[config.mk]
export PLATFORM = sky130hd
export DESIGN_NAME = iram_write_ctl_flat
export DESIGN_NICKNAME = d
export VERILOG_FILES = /design/src/rtl/iram_write_ctl_if.sv /design/src/rtl/iram_write_ctl.sv /design/src/flat_wrapper.sv
export SDC_FILE = /design/constraint.sdc
export NUM_CORES = 1
export LEC_CHECK = 0
export ABC_AREA = 1
export CAP_MARGIN = 20
export CELL_PAD_IN_SITES_DETAIL_PLACEMENT = 1
export CELL_PAD_IN_SITES_GLOBAL_PLACEMENT = 1
export CORE_ASPECT_RATIO = 0.5
export CORE_MARGIN = 2
export CORE_UTILIZATION = 35
export CTS_CLUSTER_DIAMETER = 200
export DETAILED_ROUTE_END_ITERATION = 16
export PLACE_DENSITY = 0.86
export SETUP_SLACK_MARGIN = 0.15
export SYNTH_ARGS = -nofsm -noshare
export SYNTH_HDL_FRONTEND = slang
export SYNTH_SLANG_ARGS = --single-unit
[constraint.sdc]
create_clock -name clk -period 1.62 [get_ports clk]
set_input_delay 0.324 -clock clk [delete_from_list [all_inputs] [get_ports clk]]
set_output_delay 0.324 -clock clk [all_outputs]
set_load 0.01 [all_outputs]
[src/rtl/iram_write_ctl_if.sv]
// Bus bundle between the IRAM write controller and its CPU/debug/IRAM neighbours.
// The slave view is the controller, the master view is whoever drives the requests.
interface iram_write_ctl_if #(
  parameter int AW = 14,
  parameter int DW = 48,
  parameter int BW = 16
);
  logic          state_write;
  logic          iwrited;
  logic [AW-1:0] cpu_addr;
  logic [DW-1:0] cpu_data;
  logic          idebug;
  logic          promdisabled;
  logic          dbg_valid;
  logic          dbg_ready;
  logic [AW-1:0] dbg_addr;
  logic [BW-1:0] dbg_data;
  logic          iwe;
  logic [AW-1:0] iram_addr;
  logic [DW-1:0] iram_wdata;
  logic          ramdisable;
  logic          busy;
  logic          dbg_done;

  modport slave (
    input  state_write, iwrited, cpu_addr, cpu_data, idebug, promdisabled,
           dbg_valid, dbg_addr, dbg_data,
    output dbg_ready, iwe, iram_addr, iram_wdata, ramdisable, busy, dbg_done
  );

  modport master (
    output state_write, iwrited, cpu_addr, cpu_data, idebug, promdisabled,
           dbg_valid, dbg_addr, dbg_data,
    input  dbg_ready, iwe, iram_addr, iram_wdata, ramdisable, busy, dbg_done
  );
endinterface

[src/rtl/iram_write_ctl.sv]
// IRAM write controller: arbitrates a one-entry CPU write buffer against a debug
// word assembled from BW-wide chunks, and holds iwe for WR_HOLD cycles per write.
module iram_write_ctl #(
  parameter int AW      = 14,
  parameter int DW      = 48,
  parameter int BW      = 16,
  parameter int WR_HOLD = 2
) (
  input  logic           clk,
  input  logic           reset_n,
  iram_write_ctl_if.slave io_bus
);

  localparam int NCH = DW / BW;
  localparam int CW  = (NCH > 1) ? $clog2(NCH) : 1;
  localparam logic [CW-1:0] LAST_CHUNK = CW'(NCH - 1);
  localparam logic [2:0]    HOLD_INIT  = 3'(WR_HOLD - 1);

  typedef enum logic [1:0] {IDLE, LOAD, WRITE} state_t;

  state_t        r_state,    w_state_n;
  logic [CW-1:0] r_cnt,      w_cnt_n;
  logic [DW-1:0] r_stage,    w_stage_n;
  logic [AW-1:0] r_dbg_addr, w_dbg_addr_n;
  logic          r_dbg_full, w_dbg_full_n;
  logic          r_cpu_pend, w_cpu_pend_n;
  logic [AW-1:0] r_cpu_addr, w_cpu_addr_n;
  logic [DW-1:0] r_cpu_data, w_cpu_data_n;
  logic          r_iwe,      w_iwe_n;
  logic [AW-1:0] r_addr,     w_addr_n;
  logic [DW-1:0] r_wdata,    w_wdata_n;
  logic [2:0]    r_hold,     w_hold_n;
  logic          r_src_dbg,  w_src_dbg_n;
  logic          r_done,     w_done_n;
  logic          r_busy,     w_busy_n;

  logic w_cpu_req;
  logic w_ready;
  logic w_acc;

  assign w_cpu_req = io_bus.state_write & io_bus.iwrited;
  assign w_ready   = (r_state != WRITE) & ~r_dbg_full;
  assign w_acc     = io_bus.dbg_valid & w_ready;

  always_ff @(posedge clk or negedge reset_n) begin
    if (!reset_n) begin
      r_state    <= IDLE;
      r_cnt      <= '0;
      r_stage    <= '0;
      r_dbg_addr <= '0;
      r_dbg_full <= 1'b0;
      r_cpu_pend <= 1'b0;
      r_cpu_addr <= '0;
      r_cpu_data <= '0;
      r_iwe      <= 1'b0;
      r_addr     <= '0;
      r_wdata    <= '0;
      r_hold     <= '0;
      r_src_dbg  <= 1'b0;
      r_done     <= 1'b0;
      r_busy     <= 1'b0;
    end else begin
      r_state    <= w_state_n;
      r_cnt      <= w_cnt_n;
      r_stage    <= w_stage_n;
      r_dbg_addr <= w_dbg_addr_n;
      r_dbg_full <= w_dbg_full_n;
      r_cpu_pend <= w_cpu_pend_n;
      r_cpu_addr <= w_cpu_addr_n;
      r_cpu_data <= w_cpu_data_n;
      r_iwe      <= w_iwe_n;
      r_addr     <= w_addr_n;
      r_wdata    <= w_wdata_n;
      r_hold     <= w_hold_n;
      r_src_dbg  <= w_src_dbg_n;
      r_done     <= w_done_n;
      r_busy     <= w_busy_n;
    end
  end

  always_comb begin
    w_state_n    = r_state;
    w_cnt_n      = r_cnt;
    w_stage_n    = r_stage;
    w_dbg_addr_n = r_dbg_addr;
    w_dbg_full_n = r_dbg_full;
    w_cpu_pend_n = r_cpu_pend;
    w_cpu_addr_n = r_cpu_addr;
    w_cpu_data_n = r_cpu_data;
    w_iwe_n      = r_iwe;
    w_addr_n     = r_addr;
    w_wdata_n    = r_wdata;
    w_hold_n     = r_hold;
    w_src_dbg_n  = r_src_dbg;
    w_done_n     = 1'b0;

    case (r_state)
      IDLE, LOAD: begin
        if ((r_state == LOAD) && !io_bus.idebug && !r_dbg_full) begin
          w_cnt_n   = '0;
          w_state_n = IDLE;
        end else if (w_acc) begin
          for (int k = 0; k < NCH; k++) begin
            if (r_cnt == CW'(k)) w_stage_n[k*BW +: BW] = io_bus.dbg_data;
          end
          if (r_cnt == '0) w_dbg_addr_n = io_bus.dbg_addr;
          if (r_cnt == LAST_CHUNK) begin
            w_cnt_n      = '0;
            w_dbg_full_n = 1'b1;
          end else begin
            w_cnt_n   = r_cnt + 1'b1;
            w_state_n = LOAD;
          end
        end

        // A debug word only competes once its full flag is registered, so a CPU
        // request arriving with the last chunk always wins the first slot.
        if (w_cpu_req || r_cpu_pend) begin
          w_addr_n     = w_cpu_req ? io_bus.cpu_addr : r_cpu_addr;
          w_wdata_n    = w_cpu_req ? io_bus.cpu_data : r_cpu_data;
          w_cpu_pend_n = 1'b0;
          w_iwe_n      = 1'b1;
          w_hold_n     = HOLD_INIT;
          w_src_dbg_n  = 1'b0;
          w_state_n    = WRITE;
        end else if (r_dbg_full) begin
          w_addr_n    = r_dbg_addr;
          w_wdata_n   = r_stage;
          w_iwe_n     = 1'b1;
          w_hold_n    = HOLD_INIT;
          w_src_dbg_n = 1'b1;
          w_state_n   = WRITE;
        end
      end

      WRITE: begin
        if (w_cpu_req) begin
          w_cpu_addr_n = io_bus.cpu_addr;
          w_cpu_data_n = io_bus.cpu_data;
          w_cpu_pend_n = 1'b1;
        end
        // Leaving through IDLE/LOAD gives the mandatory iwe=0 gap before any
        // pending source is written.
        if (r_hold == '0) begin
          w_iwe_n = 1'b0;
          if (r_src_dbg) begin
            w_done_n     = 1'b1;
            w_dbg_full_n = 1'b0;
          end
          w_state_n = ((r_cnt != '0) || w_dbg_full_n) ? LOAD : IDLE;
        end else begin
          w_hold_n = r_hold - 1'b1;
        end
      end

      default: w_state_n = IDLE;
    endcase

    w_busy_n = w_cpu_pend_n | w_dbg_full_n | (w_state_n != IDLE);
  end

  assign io_bus.dbg_ready  = w_ready;
  assign io_bus.iwe        = r_iwe;
  assign io_bus.iram_addr  = r_addr;
  assign io_bus.iram_wdata = r_wdata;
  assign io_bus.busy       = r_busy;
  assign io_bus.dbg_done   = r_done;
  assign io_bus.ramdisable = r_iwe | io_bus.idebug
                           | ~(io_bus.promdisabled | io_bus.iwrited);

endmodule
[src/flat_wrapper.sv]
// flat-port wrapper written by rule: the top's interface ports become plain ports
module iram_write_ctl_flat 
#(
  parameter int AW      = 14,
  parameter int DW      = 48,
  parameter int BW      = 16,
  parameter int WR_HOLD = 2
)
  (clk, reset_n, io_bus_state_write, io_bus_iwrited, io_bus_cpu_addr, io_bus_cpu_data, io_bus_idebug, io_bus_promdisabled, io_bus_dbg_valid, io_bus_dbg_addr, io_bus_dbg_data, io_bus_dbg_ready, io_bus_iwe, io_bus_iram_addr, io_bus_iram_wdata, io_bus_ramdisable, io_bus_busy, io_bus_dbg_done);
  iram_write_ctl_if #(.AW(AW), .DW(DW), .BW(BW)) io_bus_i ();
  input  logic clk;
  input  logic reset_n;
  input wire logic [$bits(io_bus_i.state_write)-1:0] io_bus_state_write;
  input wire logic [$bits(io_bus_i.iwrited)-1:0] io_bus_iwrited;
  input wire logic [$bits(io_bus_i.cpu_addr)-1:0] io_bus_cpu_addr;
  input wire logic [$bits(io_bus_i.cpu_data)-1:0] io_bus_cpu_data;
  input wire logic [$bits(io_bus_i.idebug)-1:0] io_bus_idebug;
  input wire logic [$bits(io_bus_i.promdisabled)-1:0] io_bus_promdisabled;
  input wire logic [$bits(io_bus_i.dbg_valid)-1:0] io_bus_dbg_valid;
  input wire logic [$bits(io_bus_i.dbg_addr)-1:0] io_bus_dbg_addr;
  input wire logic [$bits(io_bus_i.dbg_data)-1:0] io_bus_dbg_data;
  output wire logic [$bits(io_bus_i.dbg_ready)-1:0] io_bus_dbg_ready;
  output wire logic [$bits(io_bus_i.iwe)-1:0] io_bus_iwe;
  output wire logic [$bits(io_bus_i.iram_addr)-1:0] io_bus_iram_addr;
  output wire logic [$bits(io_bus_i.iram_wdata)-1:0] io_bus_iram_wdata;
  output wire logic [$bits(io_bus_i.ramdisable)-1:0] io_bus_ramdisable;
  output wire logic [$bits(io_bus_i.busy)-1:0] io_bus_busy;
  output wire logic [$bits(io_bus_i.dbg_done)-1:0] io_bus_dbg_done;
  assign io_bus_i.state_write = io_bus_state_write;
  assign io_bus_i.iwrited = io_bus_iwrited;
  assign io_bus_i.cpu_addr = io_bus_cpu_addr;
  assign io_bus_i.cpu_data = io_bus_cpu_data;
  assign io_bus_i.idebug = io_bus_idebug;
  assign io_bus_i.promdisabled = io_bus_promdisabled;
  assign io_bus_i.dbg_valid = io_bus_dbg_valid;
  assign io_bus_i.dbg_addr = io_bus_dbg_addr;
  assign io_bus_i.dbg_data = io_bus_dbg_data;
  assign io_bus_dbg_ready = io_bus_i.dbg_ready;
  assign io_bus_iwe = io_bus_i.iwe;
  assign io_bus_iram_addr = io_bus_i.iram_addr;
  assign io_bus_iram_wdata = io_bus_i.iram_wdata;
  assign io_bus_ramdisable = io_bus_i.ramdisable;
  assign io_bus_busy = io_bus_i.busy;
  assign io_bus_dbg_done = io_bus_i.dbg_done;
  iram_write_ctl #(.AW(AW), .DW(DW), .BW(BW), .WR_HOLD(WR_HOLD)) u_core (.clk(clk), .reset_n(reset_n), .io_bus(io_bus_i));
endmodule
# ---- Yosys cells after proc, flatten, opt, wreduce, memory -nomap -nowiden
# Cells that the tools add are included.
dict set report word_totals {
  register_bits 199
  input_bits 99
  out_inout_bits 67
  wordCells 100
}
dict set report op_classes {
  n_addsub 2
  eq_ne 8
  n_mux 40
  n_bitwise 11
  n_reduce_logical 22
}
# cell count
set ops {}
lappend ops {{$mux W48} 3}
lappend ops {{$mux W14} 3}
lappend ops {{$mux W2} 9}
lappend ops {{$mux W1} 17}
lappend ops {{$reduce_and A4 Y1} 3}
lappend ops {{$reduce_bool A2 Y1} 5}
lappend ops {{$mux W3} 3}
lappend ops {{$pmux W1 S2} 3}
lappend ops {{$pmux W3 S2} 1}
lappend ops {{$reduce_and A3 Y1} 2}
lappend ops {{$or A1 B1 Y1} 5}
lappend ops {{$eq A2 B1 Y1 const B} 2}
lappend ops {{$eq A2 B2 Y1 const B} 2}
lappend ops {{$logic_not A2 Y1} 2}
lappend ops {{$ne A2 B2 Y1 const B} 2}
lappend ops {{$pmux W2 S2} 1}
lappend ops {{$reduce_and A2 Y1} 2}
lappend ops {{$and A1 B1 Y1} 3}
lappend ops {{$logic_not A3 Y1} 1}
lappend ops {{$ne A3 B1 Y1 const B} 1}
lappend ops {{$not A1 Y1} 3}
lappend ops {{$sub A3 B1 Y3 const B} 1}
lappend ops {{$add A2 B1 Y2 const B} 1}
lappend ops {{$logic_and A1 B1 Y1} 2}
lappend ops {{4 further kinds} 6}

# ---- Depth between registers and ports, before layout
# Gate-level depths: netlist of run 1.
dict set report depth {
  depth_word 10
  ltp_mapped 9
  ltp_nobuf 9
}

# ---- Least setup slack after synthesis of run 1
# Ideal clock, no wire load.
dict set report synth_timing {
  path_kind {register to register}
  startpoint {register u_core.r_state[1]}
  endpoint {register u_core.r_stage[11]}
  setup_time_ns 0.118
  arrival_time_ns 1.481
  required_time_ns 1.502
  path_slack_ns 0.021
  path_stages_with_launch 9
  path_buffers 2
  synth_period_minus_slack_ns 1.599
  path_cell_list {dfrtp_1 > nand2_2 > nand3_2 > nor3_4 > nand2_1 > buf_4 > buf_6 > nand2_1 > o21ai_2}
}
dict set report synth_between {
  elab_chain_len 5
  word_cells_on_any_way 10
  classes_between {eq/ne (2); bitwise (3); reduce/logical (5)}
}
# item line_no
set synth_lines {}
lappend synth_lines {{from (decl)} iram_write_ctl.sv:21} ;# state_t r_state, w_state_n;
lappend synth_lines {{from (signal assigned)} iram_write_ctl.sv:63} ;# r_state <= w_state_n;
lappend synth_lines {{parallel branches: the longest is 4 deep, another holds $ne A2 B2 Y1} n/a}
lappend synth_lines {{$reduce_and A4 Y1 (no source line) (*)} n/a}
lappend synth_lines {{to (signal assigned)} iram_write_ctl.sv:65} ;# r_stage <= w_stage_n;
lappend synth_lines {{to (decl)} iram_write_ctl.sv:23} ;# logic [DW-1:0] r_stage, w_stage_n;
# Mark *: on every way between the ends.
# A chain may end at the register's enable or synchronous reset.

# ---- Worst setup path after layout of run 1
dict set report layout_timing {
  startpoint {register u_core.r_state[1]}
  endpoint {register u_core.r_stage[47]}
}
# Same word-level chain as after synthesis.

==> flow_metrics.tcl, run 1 <==
set metrics [dict create \
    required_ns 1.95 \
    yosysSeqAreaShare 0.5712 \
    worstRegToRegCells 8 \
    grt_pass1_vias 9894 \
    placed_cells 1524 \
    route.detailed.drc 0 \
    max_cap_viol_count 0 \
    final_layout_size_suffix_gt1_frac 0.3111 \
    worstSetupPathType "reg2reg" \
    cts.sinks 199 \
    crit_end "u_core.r_stage[47]$_DFFE_PN0P_" \
    cpMaxStageDelayCell "dfrtp_2" \
    dieArea_sq_um 26260 \
    reg2reg_setup_slack_ns -0.27 \
    startpoint_type "register" \
    vias 10180 \
    grt_max_degree 71 \
    worstMarginPinSlew_ns 0.6274 \
    synth_area_leader_cell "dfrtp_1" \
    place_hpwl_mm 20.41 \
    synth_area_sq_um 8718 \
    design_area_sq_um 14040 \
    fmax_ghz 0.5301 \
    post-route-period-util 1.164 \
    synth.area.top_cells "dfrtp_1 (57%), nand2_1 (13%), o21ai_0 (9.1%)" \
    skew_ns 0.02558 \
    p_leak_uw 0.006582 \
    io-pin-count 166 \
    placed_area_sq_um 11100 \
    end_kind "register" \
    synth_top_area_frac 0.5712 \
    violations "negative setup slack" \
    power-per-cell-area_nw_per_um2 2074 \
    busiest_layer "met2" \
    finish.utilization 0.5795 \
    rsz0062_at_grt "yes" \
    drt_iter0_drc 1456 \
    synth_nets 1142 \
    synth-main-ff-cell "dfrtp_1" \
    place_congestion 0.8067 \
    grt_pass1_wl_mm 60.39 \
    drtAntennaViolNets 0 \
    synthCells 1041 \
    synth-edff-count 0 \
    htreeDepth 4 \
    postSynthAreaPerCell_sq_um 8.375 \
    ir_worst_vdd_mv 1.107 \
    overflow 0 \
    use_met3 0.07657 \
    yosys_warnings 0 \
    ys_ff_latch 199 \
    cts_tree "yes" \
    r2r_start "u_core.r_state[1]$_DFF_PN0_" \
    drt_wl_total_mm 50.51 \
    finalSetupViolCount 104 \
    antenna_found_initial 2 \
    power.total_uw 29120 \
    nets 1393 \
    io_buffer_count 165 \
    final_cells 1643 \
    finalCriticalPeriod_ns 1.886 \
    hold_class "in2async" \
    place_ws_ns -0.3075 \
    slowest_delay_ns 0.45 \
    relSlewSlack 0.5802 \
    outcome "complete, but fails checks" \
    use_met2 0.5183 \
    cts_root_buf "clkbuf_16" \
    finalHoldViolCount 0 \
    cts_buffer_depth 2 \
    slew_violations 0 \
    die_h_um 115.6 \
    async_flop_share 1.000 \
    start_util 0.3599 \
    area.growth.synth_to_final_pct 61.02 \
    clk_latency_ns 0.49 \
    fp-row-count 40 \
    vias_per_cell 6.195 \
    crit_chain "nand2_4 > buf_6 > nand3_4 > buf_4 > nor2_4 > nand2_8 > buf_16 > o21ai_0" \
    die_w_um 227.2 \
    worstSetupStartpoint "u_core.r_state[1]$_DFF_PN0_" \
    grtUsageTotal 0.3108 \
    setup_ws_ns -0.2664 \
    crit_fanout 8 \
    wl_per_cell_um 30.74 \
    arrival_ns 2.22 \
    cts_buffers 17 \
    met1_usage 0.3771 \
    path_clk_slew_ns 0.08 \
    core-area_sq_um 24220 \
    r2r-end "u_core.r_stage[47]$_DFFE_PN0P_" \
    firstDrtPassIters 5 \
    ys_types 27 \
]
-- repair_timing --
| action | CTS | global route |
|---|---|---|
| resized for setup | 252 | 330 |
| hold endpoints to repair | 14 | 0 |
| buffers inserted | 26 | 26 |
| setup endpoints to repair | 209 | 221 |
| hold buffers | 1 | 0 |
| cloned | 15 | 17 |
| pin swaps | 8 | 45 |
-- power by group --
group	switching [uW]	internal (uW)	leakage (uW)	total [uW]
Combinational	8430	6210	0.00379	14600
Clock	2340	2470	0.000291	4820
Sequential	2420	7230	0.00250	9660
Total	13200	15900	0.00658	29100
-- critical path, delay by kind of cell, from the launching register on --
| family | cells | cell delay, ns |
|---|---|---|
| AO/OA/AOI/OAI | 1 | 0.35 |
| buffers and inverters | 3 | 0.47 |
| flip-flops | 1 | 0.45 |
| AND/OR/NAND/NOR | 4 | 0.47 |
-- cells in the mapped netlist, types with 2 or more instances --
cell and n:
a21oi_1 5, a31oi_1 24, buf_1 3, buf_2 17, buf_6 3, clkbuf_1 41
dfrtp_1 199, ha_1 2, inv_1 82, inv_2 4, nand2_1 310, nand3_1 55
nor2_1 69, nor3_1 2, o211ai_1 17, o21ai_0 159, o21ai_1 32, o21ai_2 7
or2_2 2
-- how the worst min path moves through the flow --
stage	start	to	slack (ns)	cells after the start
global placement	reset_n	u_core.r_cpu_data[31]$_DFFE_PN0P_	0.20	1
CTS	reset_n	u_core.io_bus.iram_wdata[29]$_DFFE_PN0P_	0.28	2
global route	reset_n	u_core.io_bus.iram_wdata[29]$_DFFE_PN0P_	0.29	2
floorplan	reset_n	u_core.io_bus.busy$_DFF_PN0_	0.03	0
detailed placement	reset_n	u_core.r_cpu_data[31]$_DFFE_PN0P_	0.20	1
finish	reset_n	u_core.io_bus.iram_wdata[19]$_DFFE_PN0P_	0.28	2
-- cells by family (layout without fill, tap and decap cells) --
family | count (synthesis) | after routing | share of synthesized area
DFF | 199 | 199 | 0.5712
buffers and inverters | 151 | 415 | 0.07047
and+or+nand+nor | 443 | 443 | 0.2025
adders and majority gates | 2 | 2 | 0.002870
other | 0 | 2 | 0
AOI/OAI and AO/OA | 246 | 246 | 0.1530
-- final cells by class --
class,instances,area (sq um)
antenna,2,5.005
tap,336,420.4
sequential,199,4982
clock buffer,17,425.4
multi-input combinational,691,4105
timing repair buffer,297,3557
clock inverter,15,193.9
inverter,86,349.1
fill,2651,10180
-- sequential cells by signal, summed over array words and instances, names as in the netlist --
register,flops
u_core.io_bus.iram_addr,14
u_core.r_cnt,2
u_core.r_cpu_addr,14
u_core.r_cpu_pend,1
u_core.r_stage,48
u_core.r_state,2
u_core.io_bus.iwe,1
u_core.io_bus.iram_wdata,48
u_core.r_src_dbg,1
u_core.io_bus.busy,1
u_core.r_dbg_addr,14
u_core.r_cpu_data,48
u_core.io_bus.dbg_done,1
u_core.r_hold,3
u_core.r_dbg_full,1
-- layout by cell type (no fill, tap or decap), drive strengths merged, types with 3 or more instances in the layout --
master           n
a31oi           24
o211ai          17
clkdlybuf4s15   45
nor3             3
dfrtp          199
nor2            70
buf            120
clkinvlp         5
clkinv           5
o21ai          198
nand3           56
nand2          311
clkdlybuf4s50   95
dlygate4sd2      7
inv             88
bufinv           3
clkbuf          44
a21oi            5
-- per-stage QoR --
| step | hold WS [ns] | TNS [ns] |
|---|---|---|
| CTS | 0.2816 | 0 |
| floorplan | 0.02841 | 0 |
| finish | 0.2751 | -5.688 |
| detailed placement | 0.2022 | -43.90 |
| global route | 0.2940 | -11.83 |
| global placement | 0.1956 | -33.16 |
-- metal layers --
metal  vias to the layer above  part of all wire
met2                       893              0.44
met4                         2             0.082
li1                       3883                 -
met5                         -           0.00026
met3                       369              0.11
met1                      5031              0.37
Power figures use the tool's default switching activity.
==> run 2: changes to the inputs <==
- CORE_MARGIN: 2 -> 3
==> flow_metrics.tcl, run 2 (same netlist as run 1, synthesis figures left out) <==
set metrics [dict create \
    cpMaxStageDelayCell "dfrtp_1" \
    finalHoldViolCount 0 \
    path_clk_slew_ns 0.10 \
    final_common_cell "dfrtp_1" \
    post-route-period-util 1.194 \
    start_util 0.3599 \
    placed_area_sq_um 11090 \
    die_h_um 117.6 \
    io_buffer_count 165 \
    route.detailed.drc 0 \
    vias_per_cell 6.253 \
    htreeDepth 4 \
    skew_ns 0.02133 \
    nets 1407 \
    power-per-cell-area_nw_per_um2 2064 \
    crit_chain "inv_2 > nand2_4 > buf_8 > nand3_4 > nor3_4 > nand2_4 > buf_6 > buf_16 > o21ai_2" \
    tns_ns -23.99 \
    crit_fanout 6 \
    outcome "complete, but fails checks" \
    overflow 0 \
    grtUsageTotal 0.2818 \
    crit_path_frequent_cell "nand2_4" \
    critPathBufInv 4 \
    p_leak_uw 0.006815 \
    grt_pass1_wl_mm 59.07 \
    core-area_sq_um 24220 \
    setup_ws_ns -0.3149 \
    vias 10350 \
    final_cell_mix "dfrtp_1 (197), nand2_1 (172), clkdlybuf4s50_1 (96)" \
    end_kind "register" \
    drtAntennaViolNets 0 \
    finalCriticalPeriod_ns 1.935 \
    place_ws_ns -0.3557 \
    area.growth.synth_to_final_pct 66.86 \
    reg2reg_setup_slack_ns -0.31 \
    antenna_cells 0 \
    hold_class "in2async" \
    worstRegToRegCells 9 \
    slew_violations 0 \
    max_cap_viol_count 0 \
    fp-row-count 40 \
    required_ns 2.00 \
    wl_per_cell_um 31.80 \
    drt_iter0_drc 1461 \
    io-pin-count 166 \
    slowest_delay_ns 0.40 \
    r2r_start "u_core.r_state[0]$_DFF_PN0_" \
    cp.depth 9 \
    fmax_ghz 0.5168 \
    worstSetupPathType "reg2reg" \
    worstSetupStartpoint "u_core.r_state[0]$_DFF_PN0_" \
    place_hpwl_mm 20.78 \
    dieArea_sq_um 26950 \
    clk_latency_ns 0.49 \
    worstMarginPinSlew_ns 0.4955 \
    relSlewSlack 0.6684 \
    startpoint_type "register" \
    crit_family "simple AND/OR/NAND/NOR gates" \
    cts_root_buf "clkbuf_16" \
    cts.sinks 199 \
    grt_pass1_vias 9997 \
    design_area_sq_um 14550 \
    r2r-end "u_core.r_stage[2]$_DFFE_PN0P_" \
    arrival_ns 2.31 \
    firstDrtPassIters 7 \
    ir_worst_vdd_mv 1.081 \
    drt_wl_total_mm 52.62 \
    rsz0062_at_grt "yes" \
    grt_max_degree 59 \
    crit_end "u_core.r_stage[2]$_DFFE_PN0P_" \
    antenna_found_initial 1 \
    cts_buffers 17 \
    cts_buffer_depth 2 \
    violations "negative setup slack" \
    cts_tree "yes" \
    die_w_um 229.2 \
    place_congestion 0.8216 \
    finalSetupViolCount 185 \
    final_layout_size_suffix_gt1_frac 0.3662 \
]
run 2: cell types whose count changed in the layout (fill, tap and decap cells not counted), sizes merged, moves of 2 or more:
cell           before  now
clkdlybuf4s15      45   35
clkinvlp            5    3
dlygate4sd2         7    3
inv                88   91
clkbuf             44   65
diode               2    0
buf               120  125
run 2: metrics by stage:
stage	util	hold WS (ns)	power (uW)	std cells
final	0.6006	0.3502	30030	1655
after global routing	0.6006	0.3817	30750	1655
after CTS	0.5235	0.3718	23080	1597
after detailed placement	0.4579	0.2837	17180	1524
after global placement	0.4579	0.2795	16490	1524
after floorplan	-	0.02841	12880	1041
run 2: worst min-delay path by stage:
stage,start,end,slack [ns]
floorplan,reset_n,u_core.io_bus.busy$_DFF_PN0_,0.03
global placement,reset_n,u_core.r_dbg_addr[0]$_DFFE_PN0P_,0.28
detailed placement,reset_n,u_core.io_bus.iram_addr[0]$_DFFE_PN0P_,0.28
CTS,reset_n,u_core.io_bus.iram_addr[0]$_DFFE_PN0P_,0.37
global route,reset_n,u_core.r_cpu_addr[8]$_DFFE_PN0P_,0.38
finish,reset_n,u_core.io_bus.iram_addr[8]$_DFFE_PN0P_,0.35
run 2: cell type report:
class / instances / area, sq um
repair inverters: 2 / 22.52
clock buffers: 18 / 439.2
flip-flops and latches: 199 / 4982
multi-input cells: 691 / 4447
repair buffers: 309 / 3720
inverters: 86 / 356.6
fillers: 2592 / 9676
well taps: 336 / 420.4
clock inverters: 14 / 160.2
run 2: timing repair:
item,4_1_cts,5_1_grt
hold endpoints to repair,33,0
pin swaps,5,30
hold buffers,1,0
cloned,13,27
setup endpoints to repair,215,240
resized for setup,296,418
buffers inserted,27,31
run 2: layer usage:
| metal | routed length, um | part of all wire | GRT usage | vias up |
|---|---|---|---|---|
| met3 | 5898 | 0.11 | 0.06407 | 378 |
| met4 | 4180 | 0.079 | 0.1322 | 2 |
| met2 | 23550 | 0.45 | 0.4820 | 921 |
| met5 | 13 | 0.00025 | 0 | - |
| met1 | 18990 | 0.36 | 0.3393 | 5119 |
| li1 | - | - | - | 3928 |
run 2: worst reg2reg max path, stage by stage, from the launching register on:
cell and delay [ns]:
dfrtp_1 0.40, inv_2 0.08, nand2_4 0.09, buf_8 0.12
nand3_4 0.09, nor3_4 0.27, nand2_4 0.21, buf_6 0.19
buf_16 0.14, o21ai_2 0.25
run 2: power by group:
part | leakage (uW) | switching [uW] | total, uW | internal, uW
sequential | 0.00250 | 2580 | 9820 | 7230
combinational | 0.00402 | 8760 | 15500 | 6700
clock | 0.000292 | 2390 | 4750 | 2360
total | 0.00682 | 13700 | 30000 | 16300
==> run 3: changes to the inputs <==
- CORE_UTILIZATION: 35 -> 30
- GPL_TIMING_DRIVEN: default -> 1
- PLACE_DENSITY: 0.86 -> 0.77
- SLEW_MARGIN: default -> 30
==> flow_metrics.tcl, run 3 (same netlist as run 1, synthesis figures left out) <==
set metrics [dict create \
    arrival_ns 2.11 \
    wl_per_cell_um 26.05 \
    drt_iter0_drc 883 \
    use_met2 0.3490 \
    outcome "complete, but fails checks" \
    final_layout_size_suffix_gt1_frac 0.2913 \
    placed_area_sq_um 11140 \
    final_common_cell "dfrtp_1" \
    setup_ws_ns -0.1608 \
    antenna_cells 0 \
    firstDrtPassIters 5 \
    worstSetupPathType "reg2reg" \
    hold_class "in2async" \
    max_cap_viol_count 0 \
    path_clk_slew_ns 0.08 \
    antenna_found_initial 1 \
    relSlewSlack 0.6788 \
    slowest_delay_ns 0.40 \
    finalHoldViolCount 0 \
    fp-row-count 43 \
    htreeDepth 4 \
    nets 1384 \
    grt_max_degree 59 \
    met1_usage 0.2417 \
    final_cell_mix "dfrtp_1 (196), nand2_1 (195), clkdlybuf4s50_1 (94)" \
    drt_wl_total_mm 43.66 \
    ir_worst_vdd_mv 1.000 \
    clk_latency_ns 0.46 \
    worstMarginPinSlew_ns 0.4818 \
    crit_fanout 10 \
    design_area_sq_um 13960 \
    io-pin-count 166 \
    critPathBufInv 4 \
    place_congestion 0.7938 \
    skew_ns 0.01702 \
    vias_per_cell 5.530 \
    vias 9268 \
    die_h_um 126.5 \
    finalCriticalPeriod_ns 1.781 \
    startpoint_type "register" \
    slew_violations 0 \
    violations "negative setup slack" \
    rsz0062_at_grt "yes" \
    cts_buffer_depth 2 \
    whs_ns 0.3486 \
    crit_family "compound AO/OA/AOI/OAI gates" \
    finalSetupViolCount 80 \
    required_ns 1.95 \
    start_util 0.3098 \
    drtAntennaViolNets 0 \
    cpMaxStageDelayCell "dfrtp_1" \
    p_leak_uw 0.006581 \
    use_met3 0.04098 \
    io_buffer_count 165 \
    grtUsageTotal 0.1999 \
    fmax_ghz 0.5615 \
    dieArea_sq_um 31270 \
    power-per-cell-area_nw_per_um2 1977 \
    busiest_layer "met2" \
    grt_pass1_wl_mm 48.76 \
    cts_tree "yes" \
    grt_pass1_vias 8824 \
    core-area_sq_um 28140 \
    power.total_uw 27590 \
    post-route-period-util 1.099 \
    end_kind "register" \
    die_w_um 247.1 \
    cts_root_buf "clkbuf_16" \
    fillers 3069 \
    overflow 0 \
    place_hpwl_mm 21.16 \
    route.detailed.drc 0 \
    crit_chain "inv_2 > nand2_4 > o21ai_4 > buf_4 > inv_6 > clkbuf_16 > a31oi_1" \
    cts.sinks 199 \
    area.growth.synth_to_final_pct 60.12 \
    cts_buffers 17 \
]
==> run 3: worst paths after layout <==
| check | startpoint | to | slack (ns) | cells past startpoint |
|---|---|---|---|---|
| worst max-delay path | u_core.r_cpu_pend$_DFF_PN0_ | u_core.io_bus.iram_wdata[0]$_DFFE_PN0P_ | -0.16 | 7 |
| max in group asynchronous | reset_n | u_core.r_state[1]$_DFF_PN0_ | 0.64 | 3 |
| worst min-delay path | reset_n | u_core.r_cpu_addr[7]$_DFFE_PN0P_ | 0.35 | 2 |
| min in group clk | io_bus_cpu_data[31] | u_core.r_cpu_data[31]$_DFFE_PN0P_ | 0.44 | 3 |
| worst max register to register | u_core.r_cpu_pend$_DFF_PN0_ | u_core.io_bus.iram_wdata[0]$_DFFE_PN0P_ | -0.16 | 7 |
| worst min register to register | u_core.r_cpu_data[7]$_DFFE_PN0P_ | u_core.r_cpu_data[7]$_DFFE_PN0P_ | 0.49 | 2 |
==> run 3: layout make-up <==
cell class | count | area (sq um) | area share
clock buffers | 23 | 467.9 | 0.03352
clock inverters | 7 | 95.09 | 0.006812
inverters | 86 | 356.6 | 0.02554
multi-input cells | 691 | 4140 | 0.2966
flip-flops and latches | 199 | 4984 | 0.3570
well taps | 382 | 478.0 | 0.03424
repair buffers | 286 | 3418 | 0.2449
repair inverters | 2 | 20.02 | 0.001434
==> run 3: metrics by stage <==
stage,cells,TNS (ns),worst slack (ns),utilization
6_report,1676,-2.317,-0.1608,0.4961
5_1_grt,1676,-10.16,-0.1581,0.4961
4_1_cts,1614,0,0.02219,0.4218
3_5_place_dp,1571,-47.20,-0.4042,0.3960
3_3_place_gp,1571,-39.76,-0.2782,0.3960
2_1_floorplan,1041,0,0.1526,-
==> run 3: worst reg2reg max path: stages, from the launching register on <==
cell and delay, ns:
dfrtp_1 0.40, inv_2 0.11, nand2_4 0.08, o21ai_4 0.31
buf_4 0.22, inv_6 0.06, clkbuf_16 0.17, a31oi_1 0.30
==> run 3: metal layers <==
| metal | wire (um) | part of all wire | vias to the layer above |
|---|---|---|---|
| li1 | - | - | 3870 |
| met1 | 16590 | 0.38 | 4740 |
| met2 | 21640 | 0.50 | 469 |
| met3 | 2761 | 0.063 | 185 |
| met4 | 2623 | 0.060 | 4 |
| met5 | 46 | 0.0011 | - |
==> run 3: report_power, final <==
part           leakage [uW]  switching [uW]  internal (uW)
combinational       0.00380            7700           6110
sequential          0.00250            2110           7240
clock              0.000273            2080           2350
==> run 3: repair_timing <==
item	CTS	global route
pin swaps	4	35
buffers inserted	10	28
endpoints found under the hold margin	30	0
hold buffers	1	0
cloned	2	34
resized for setup	141	413
setup endpoints to repair	243	173
